$ cat config.mk
export PLATFORM = sky130hd
export DESIGN_NAME = uno_ctrl
export DESIGN_NICKNAME = d
export VERILOG_FILES = /design/src/rtl/uno_pkg.sv /design/src/rtl/uno_coeff_rom.sv /design/src/rtl/uno_ctrl.sv
export SDC_FILE = /design/constraint.sdc
export NUM_CORES = 1
export LEC_CHECK = 0
export CORE_MARGIN = 10
export CORE_UTILIZATION = 45
export CTS_BUF_LIST = sky130_fd_sc_hd__clkbuf_4 sky130_fd_sc_hd__clkbuf_8
export CTS_CLUSTER_SIZE = 16
export DETAILED_ROUTE_END_ITERATION = 6
export PLACE_DENSITY = 0.83
export SLEW_MARGIN = 10
export SYNTH_ARGS = -nofsm -noshare
export SYNTH_HDL_FRONTEND = slang
export SYNTH_SLANG_ARGS = --single-unit
$ cat constraint.sdc
create_clock -name clk -period 2.2 [get_ports clk]
set_input_delay 0.22 -clock clk [delete_from_list [all_inputs] [get_ports clk]]
set_output_delay 0.22 -clock clk [all_outputs]
set_load 0.1 [all_outputs]
$ cat src/rtl/uno_pkg.sv
// Shared types and constants for the uno PE sequencer: FSM states, op codes
// and the polynomial coefficient table (signed, 8 fractional bits).
package uno_pkg;

  typedef enum logic [2:0] {
    S_IDLE,
    S_MAC,
    S_POLY,
    S_LAST,
    S_DRAIN
  } state_t;

  localparam logic [1:0] OP_MAC = 2'b00;
  localparam logic [1:0] OP_DIV = 2'b01;
  localparam logic [1:0] OP_EXP = 2'b10;
  localparam logic [1:0] OP_LOG = 2'b11;

  // Truncated series: 1/(1+x), e^x and ln(1+x); indices past 3 are zero.
  function automatic logic signed [15:0] coeff_lookup(input logic [1:0] op,
                                                      input int unsigned idx);
    coeff_lookup = 16'sd0;
    case (op)
      OP_DIV: begin
        case (idx)
          0, 2:    coeff_lookup = 16'sd256;
          1, 3:    coeff_lookup = -16'sd256;
          default: coeff_lookup = 16'sd0;
        endcase
      end
      OP_EXP: begin
        case (idx)
          0, 1:    coeff_lookup = 16'sd256;
          2:       coeff_lookup = 16'sd128;
          3:       coeff_lookup = 16'sd43;
          default: coeff_lookup = 16'sd0;
        endcase
      end
      OP_LOG: begin
        case (idx)
          1:       coeff_lookup = 16'sd256;
          2:       coeff_lookup = -16'sd128;
          3:       coeff_lookup = 16'sd85;
          default: coeff_lookup = 16'sd0;
        endcase
      end
      default: coeff_lookup = 16'sd0;
    endcase
  endfunction

endpackage

$ cat src/rtl/uno_coeff_rom.sv
// Combinational coefficient lookup: (op, index) -> BW-bit two's complement.
module uno_coeff_rom
  import uno_pkg::*;
#(
  parameter int BW    = 12,
  parameter int IDX_W = 2
) (
  input  logic [1:0]       op,
  input  logic [IDX_W-1:0] idx,
  output logic [BW-1:0]    coeff
);

  logic signed [15:0] raw;

  always_comb begin
    raw   = coeff_lookup(op, 32'(idx));
    coeff = BW'(raw);
  end

endmodule

$ cat src/rtl/uno_ctrl.sv
// Command sequencer for the uno PE: runs MAC bursts or Horner-style polynomial
// passes (div/exp/log), then drains one cycle to flag the PE result.
`ifndef MAC_BW
`define MAC_BW 12
`endif

module uno_ctrl
  import uno_pkg::*;
#(
  parameter int BW    = `MAC_BW,
  parameter int ORD   = 3,
  parameter int LEN_W = 8
) (
  input  logic             clk,
  input  logic             rst,
  input  logic             cmd_valid,
  output logic             cmd_ready,
  input  logic [1:0]       cmd_op,
  input  logic [LEN_W-1:0] cmd_len,
  output logic [1:0]       uno_op,
  output logic             uno_first,
  output logic             uno_last,
  output logic             uno_acc_en,
  output logic [BW-1:0]    uno_coeff,
  output logic             opnd_rd,
  output logic             busy,
  output logic             res_valid
);

  localparam int IDX_W = (ORD < 1) ? 1 : $clog2(ORD + 1);

  state_t           state_q, state_d;
  logic [1:0]       op_q, op_d;
  logic [LEN_W-1:0] cnt_q, cnt_d;
  logic [IDX_W-1:0] idx_q, idx_d;
  logic             first_q, first_d;
  logic [BW-1:0]    rom_coeff;

  uno_coeff_rom #(
    .BW    (BW),
    .IDX_W (IDX_W)
  ) u_rom (
    .op    (op_q),
    .idx   (idx_q),
    .coeff (rom_coeff)
  );

  always_ff @(posedge clk) begin
    if (rst) begin
      state_q <= S_IDLE;
      op_q    <= '0;
      cnt_q   <= '0;
      idx_q   <= '0;
      first_q <= 1'b0;
    end else begin
      state_q <= state_d;
      op_q    <= op_d;
      cnt_q   <= cnt_d;
      idx_q   <= idx_d;
      first_q <= first_d;
    end
  end

  always_comb begin
    state_d    = state_q;
    op_d       = op_q;
    cnt_d      = cnt_q;
    idx_d      = idx_q;
    first_d    = 1'b0;
    cmd_ready  = 1'b0;
    uno_op     = '0;
    uno_first  = 1'b0;
    uno_last   = 1'b0;
    uno_acc_en = 1'b0;
    uno_coeff  = '0;
    opnd_rd    = 1'b0;
    res_valid  = 1'b0;
    busy       = (state_q != S_IDLE);

    case (state_q)
      S_IDLE: begin
        cmd_ready = 1'b1;
        if (cmd_valid) begin
          op_d    = cmd_op;
          first_d = 1'b1;
          if (cmd_op == OP_MAC) begin
            state_d = S_MAC;
            // A zero length still runs one term so the PE sees a defined result.
            cnt_d   = (cmd_len == '0) ? LEN_W'(1) : cmd_len;
            idx_d   = '0;
          end else begin
            state_d = S_POLY;
            cnt_d   = '0;
            idx_d   = IDX_W'(ORD);
          end
        end
      end
      S_MAC: begin
        uno_op     = op_q;
        opnd_rd    = 1'b1;
        uno_acc_en = !first_q;
        if (cnt_q <= LEN_W'(1)) begin
          state_d = S_DRAIN;
          cnt_d   = '0;
        end else begin
          cnt_d = cnt_q - LEN_W'(1);
        end
      end
      S_POLY: begin
        uno_op    = op_q;
        uno_first = first_q;
        uno_coeff = rom_coeff;
        if (idx_q == '0) begin
          state_d = S_LAST;
        end else begin
          idx_d = idx_q - IDX_W'(1);
        end
      end
      S_LAST: begin
        uno_op   = op_q;
        uno_last = 1'b1;
        state_d  = S_DRAIN;
      end
      S_DRAIN: begin
        uno_op    = op_q;
        res_valid = 1'b1;
        state_d   = S_IDLE;
        op_d      = '0;
      end
      default: begin
        state_d = S_IDLE;
        op_d    = '0;
      end
    endcase
  end

endmodule

# Yosys cells after proc, flatten, opt, wreduce, memory -nomap -nowiden
# Cells that the tools add are included.
[classes]
addsub = 2
n_lt_le_gt_ge = 1
n_eq_ne = 14
mux = 29
n_bitwise = 2
n_reduce_logical = 18
[op_table]
columns = ["operator", "count"]
rows = [
  ["one-hot mux 12 bit (3 select lines)", 3],
  ["2-to-1 mux 8 bit", 4],
  ["one-hot mux 12 bit (2 select lines)", 1],
  ["one-hot mux 8 bit (2 select lines)", 1],
  ["2-to-1 mux 12 bit", 1],
  ["2-to-1 mux 2 bit", 6],
  ["one-hot mux 3 bit (4 select lines)", 1],
  ["2-to-1 mux 3 bit", 3],
  ["equality test 2 bit, second input constant", 4],
  ["less-or-equal comparator 8 x 1 -> 1 bit, second input constant", 1],
  ["zero test 8 bit", 1],
  ["!= test 2 bit, second input constant", 4],
  ["one-hot mux 2 bit (2 select lines)", 2],
  ["OR reduction 2 bit", 4],
  ["subtractor 8 x 1 -> 8 bit, second input constant", 1],
  ["2-to-1 mux 1 bit", 7],
  ["equality test 3 x 2 -> 1 bit, second input constant", 2],
  ["AND reduction 3 bit", 2],
  ["equality test 2 x 1 -> 1 bit, second input constant", 2],
  ["zero test 2 bit", 2],
  ["AND reduction 2 bit", 2],
  ["nonzero test 2 bit", 2],
  ["OR reduction 4 bit", 1],
  ["equality test 3 x 1 -> 1 bit, second input constant", 1],
  ["other kinds (7)", 8],
]
[totals]
regBits = 16
elab_cells = 71

# Longest topological paths before layout
[depth]
ltp_word = 5
ltp_mapped = 6

# By module
# A second synthesis with hierarchy kept.
[unflattened]
cells_unflattened = 158
area_unflattened_um2 = 1288.7
[by_module_without_submodules]
columns = ["module", "instances", "cells_each", "area_per_inst_um2", "seq_area_each_um2"]
rows = [
  ["uno_ctrl", 1, 136, 1108.6, 320.3],
  ["uno_coeff_rom", 1, 22, 180.2, 0.0],
]

# Least setup slack after synthesis
# Ideal clock, no wire load.
[synth_path]
path_type = "register -> output"
start = "register state_q[2]"
end = "output uno_coeff[3]"
arrival_time_ps = 3661
setup_slack_ps = -1681
path_stages_with_launch = 6
path_buffers = 2
path_cell_list = "dfxtp_1 > buf_2 > nor3_1 > and3_1 > nor2b_1 > buf_4"
[synth_between]
elab_chain_len = 2
[synth_lines]
columns = ["item", "line", "text"]
rows = [
  ["start, declared", "uno_ctrl.sv:32", "state_t state_q, state_d;"],
  ["start signal, assigned", "uno_ctrl.sv:56", "state_q <= state_d;"],
  ["equality test 3 x 2 -> 1 bit", "uno_ctrl.sv:80", "case (state_q)"],
  ["2-to-1 mux 12 bit", "uno_ctrl.sv:80", ""],
  ["end, declared", "uno_ctrl.sv:24", "output logic [BW-1:0] uno_coeff,"],
]
# Every way passes these cells.

# Worst setup path in the final report
[layout_path]
start = "register state_q[0]"
end = "output opnd_rd"
[layout_between]
elab_chain_len = 2
[layout_lines]
columns = ["item", "line", "text"]
rows = [
  ["equality test 3 x 1 -> 1 bit", "uno_ctrl.sv:80", ""],
  ["2-to-1 mux 1 bit", "uno_ctrl.sv:80", ""],
  ["end, declared", "uno_ctrl.sv:25", "output logic opnd_rd,"],
]
# Every way passes these cells.

==> impl_metrics.py <==
metrics = {
    "route": {
        "wl_mm": 3.22,
        "vias": 1184,
        "highest_layer": "met4",
        "avgViaCountPerCell": 5.80,
        "met1Wirelength_mm": 1.30,
        "wl_met2_mm": 1.62,
        "wl_met3_um": 262,
        "drtAntennaViolNets": 0,
        "wl_per_cell_um": 15.8,
        "drc": 0,
        "dr.pass1.iters": 5,
        "drt_iter0_markers": 70,
    },
    "synthesis": {
        "synth-simple-area-share": 0.302,
        "syn_area_um2": 1220,
        "async_flop_share": 0,
        "synth_edf_count": 0,
        "syn-num-nets": 168,
        "synth_compound_area_frac": 0.226,
        "postSynthAreaPerCell_um2": 8.25,
        "muxShareOfSynthArea": 0.0328,
        "synth_flop_cell": "dfxtp_1",
        "synth_top_family_by_area": "simple AND/OR/NAND/NOR gates",
        "ys_seq_area_frac": 0.262,
        "yosys.area_share.xor_xnor": 0.00717,
        "synth_seq_cells": 16,
        "yosysWarnings": 0,
        "synthAdderAreaFrac": 0.0717,
        "ys_types": 51,
        "synth_cells": 148,
    },
    "power": {
        "p_per_area_nw_per_um2": 764,
        "power.share.clock": 0.144,
        "power_w": 0.00135,
        "pwr-share-comb": 0.556,
        "irDropWorstVdd_mv": 0.615,
        "intPower_w": 0.000705,
        "swShare": 0.478,
        "power.leakage_nw": 0.685,
        "p_seq_frac": 0.300,
        "switchingPower_w": 0.000645,
    },
    "finish": {
        "instances_no_fill": 204,
        "final_common_cell": "buf_12",
        "fin_area_um2": 1770,
        "multi_input_area_um2": 823,
        "syn_to_final_growth_pct": 44.7,
        "seq_area_um2": 322,
        "layout_common_cells": "18 x buf_12, 15 x dfxtp_1, 14 x nor2_1",
        "drive_gt1_frac": 0.259,
        "num_antenna_cells": 0,
        "layout.nets": 195,
        "fill_cells": 213,
    },
    "hold_path": {
        "hp-class": "flop to flop",
        "min_path_cells": 2,
    },
    "placed_design": {
        "gp_congestion": 0.984,
        "port_buffers": 33,
        "hpwl_mm": 2.68,
        "dp_cells": 200,
        "place_area_um2": 1730,
    },
    "critical_path": {
        "cp.arrival_ns": 1.81,
        "crit_required_ns": 1.98,
        "cp_max_fo": 13,
        "reg2reg_slack_ns": 0.40,
        "end_kind": "output pin",
        "critPathLaunchType": "flop",
        "worstSetupPathType": "flop to output pin",
        "rr_worst_depth": 4,
    },
    "timing": {
        "fmax_mhz": 492,
        "drv_slew": 0,
        "worst_pin_slew_ns": 0.522,
        "finalSetupViolations": 0,
        "finalCritPeriodShare": 0.923,
        "slew_headroom": 0.651,
        "finalCriticalPeriod_ns": 2.03,
        "finalSetupTns_ns": 0,
        "grt_setup_unrepaired": "no",
        "hold_viol_final": 0,
        "clock_skew_ns": 0.00470,
    },
    "cts": {
        "postCtsHoldBufs": 0,
        "cts.path.max_buffers": 2,
        "root_buffer": "clkbuf_4",
        "post_cts_resized": 0,
        "cts_buffers": 3,
        "clock_latency_ns": 0.29,
        "ctsHtreeMaxLevel": 1,
        "cts_num_sinks": 16,
        "post_cts.repair.setup_buffers": 0,
        "cts_tree": "yes",
        "clk_pin_slew_ns": 0.09,
    },
    "floorplan": {
        "die_height_um": 72.1,
        "io_pins": 34,
        "die_w_um": 72.1,
        "die-area_um2": 5200,
        "start_util": 0.484,
        "rows": 18,
        "fp.coreArea_um2": 2520,
    },
    "global_route": {
        "grt_usage": 0.123,
        "overflow": 0,
        "grt_pass1_vias": 1158,
        "antenna_found_initial": 0,
        "grt_max_degree": 16,
        "grt_pass1_wl_mm": 5.42,
    },
    "outcome": {
        "status": "completed",
    },
    "job": {
        "cap_violations": 0,
    },
}
## critical path, stage by stage (launching register included)
cell and delay, ns:
dfxtp_1 0.59, or3b_4 0.53, inv_1 0.20, buf_12 0.20
## per-stage QoR
step                      utilization  hold slack, ns  setup WS (ns)
after global routing            0.700           0.560         0.0968
final                           0.700           0.531          0.169
after global placement          0.686           0.516          0.354
after floorplan                     -           0.382        -0.0208
after detailed placement        0.686           0.521          0.308
after CTS                       0.700           0.533          0.163
## logic make-up (layout without fill, tap and decap cells)
family / count (synthesis) / after routing
DFF: 16 / 16
xor gates and xnor gates: 1 / 1
adders and majority gates: 7 / 7
muxes: 4 / 4
AOI/OAI and AO/OA: 37 / 37
and+or+nand+nor: 62 / 62
buffers and inverters: 21 / 47
## sequential cells by signal, summed over array words and instances, names as in the netlist
register / count
cnt_q: 8
first_q: 1
idx_q: 2
op_q: 2
state_q: 3
## power by group through the flow
stage                     Combinational (W)  Sequential [W]  Clock, W
after global routing               0.000807        0.000416  0.000210
after detailed placement           0.000751        0.000412         0
final                              0.000751        0.000406  0.000194
after floorplan                    0.000589        0.000381         0
after CTS                          0.000753        0.000405  0.000197
after global placement             0.000737        0.000406         0
## path summary, 6_finish.rpt
kind | from | endpoint
max | state_q[0] | opnd_rd
min | cnt_q[1] | cnt_q[1]
max reg2reg | state_q[0] | cnt_q[0]
min reg2reg | cnt_q[1] | cnt_q[1]
## final cells by class
| type | instances | area share |
|---|---|---|
| Tap cell | 30 | 0.0212 |
| Clock buffer | 4 | 0.0205 |
| Timing Repair Buffer | 34 | 0.289 |
| Inverter | 9 | 0.0212 |
| Sequential cell | 16 | 0.182 |
| Multi-Input combinational cell | 111 | 0.466 |
## layer usage
layer | vias to the layer above | GRT usage
met5 | - | 0
met4 | 0 | 0.0366
met3 | 5 | 0.0408
met2 | 41 | 0.231
met1 | 545 | 0.124
li1 | 593 | -
## synthesized netlist by cell type, types with 3 or more instances
| library cell | number | share of area |
|---|---|---|
| dfxtp_1 | 16 | 0.26 |
| nor2_1 | 15 | 0.046 |
| a21oi_1 | 9 | 0.037 |
| inv_1 | 9 | 0.028 |
| ha_1 | 7 | 0.072 |
| nand2_1 | 7 | 0.022 |
| nor3_1 | 7 | 0.029 |
| buf_4 | 6 | 0.037 |
| and2_1 | 5 | 0.026 |
| and3_1 | 5 | 0.026 |
| o21ai_0 | 5 | 0.020 |
| mux2i_1 | 4 | 0.033 |
| a2111oi_0 | 3 | 0.022 |
| nand3_1 | 3 | 0.012 |
No activity file was read; power rests on OpenSTA's default activity.
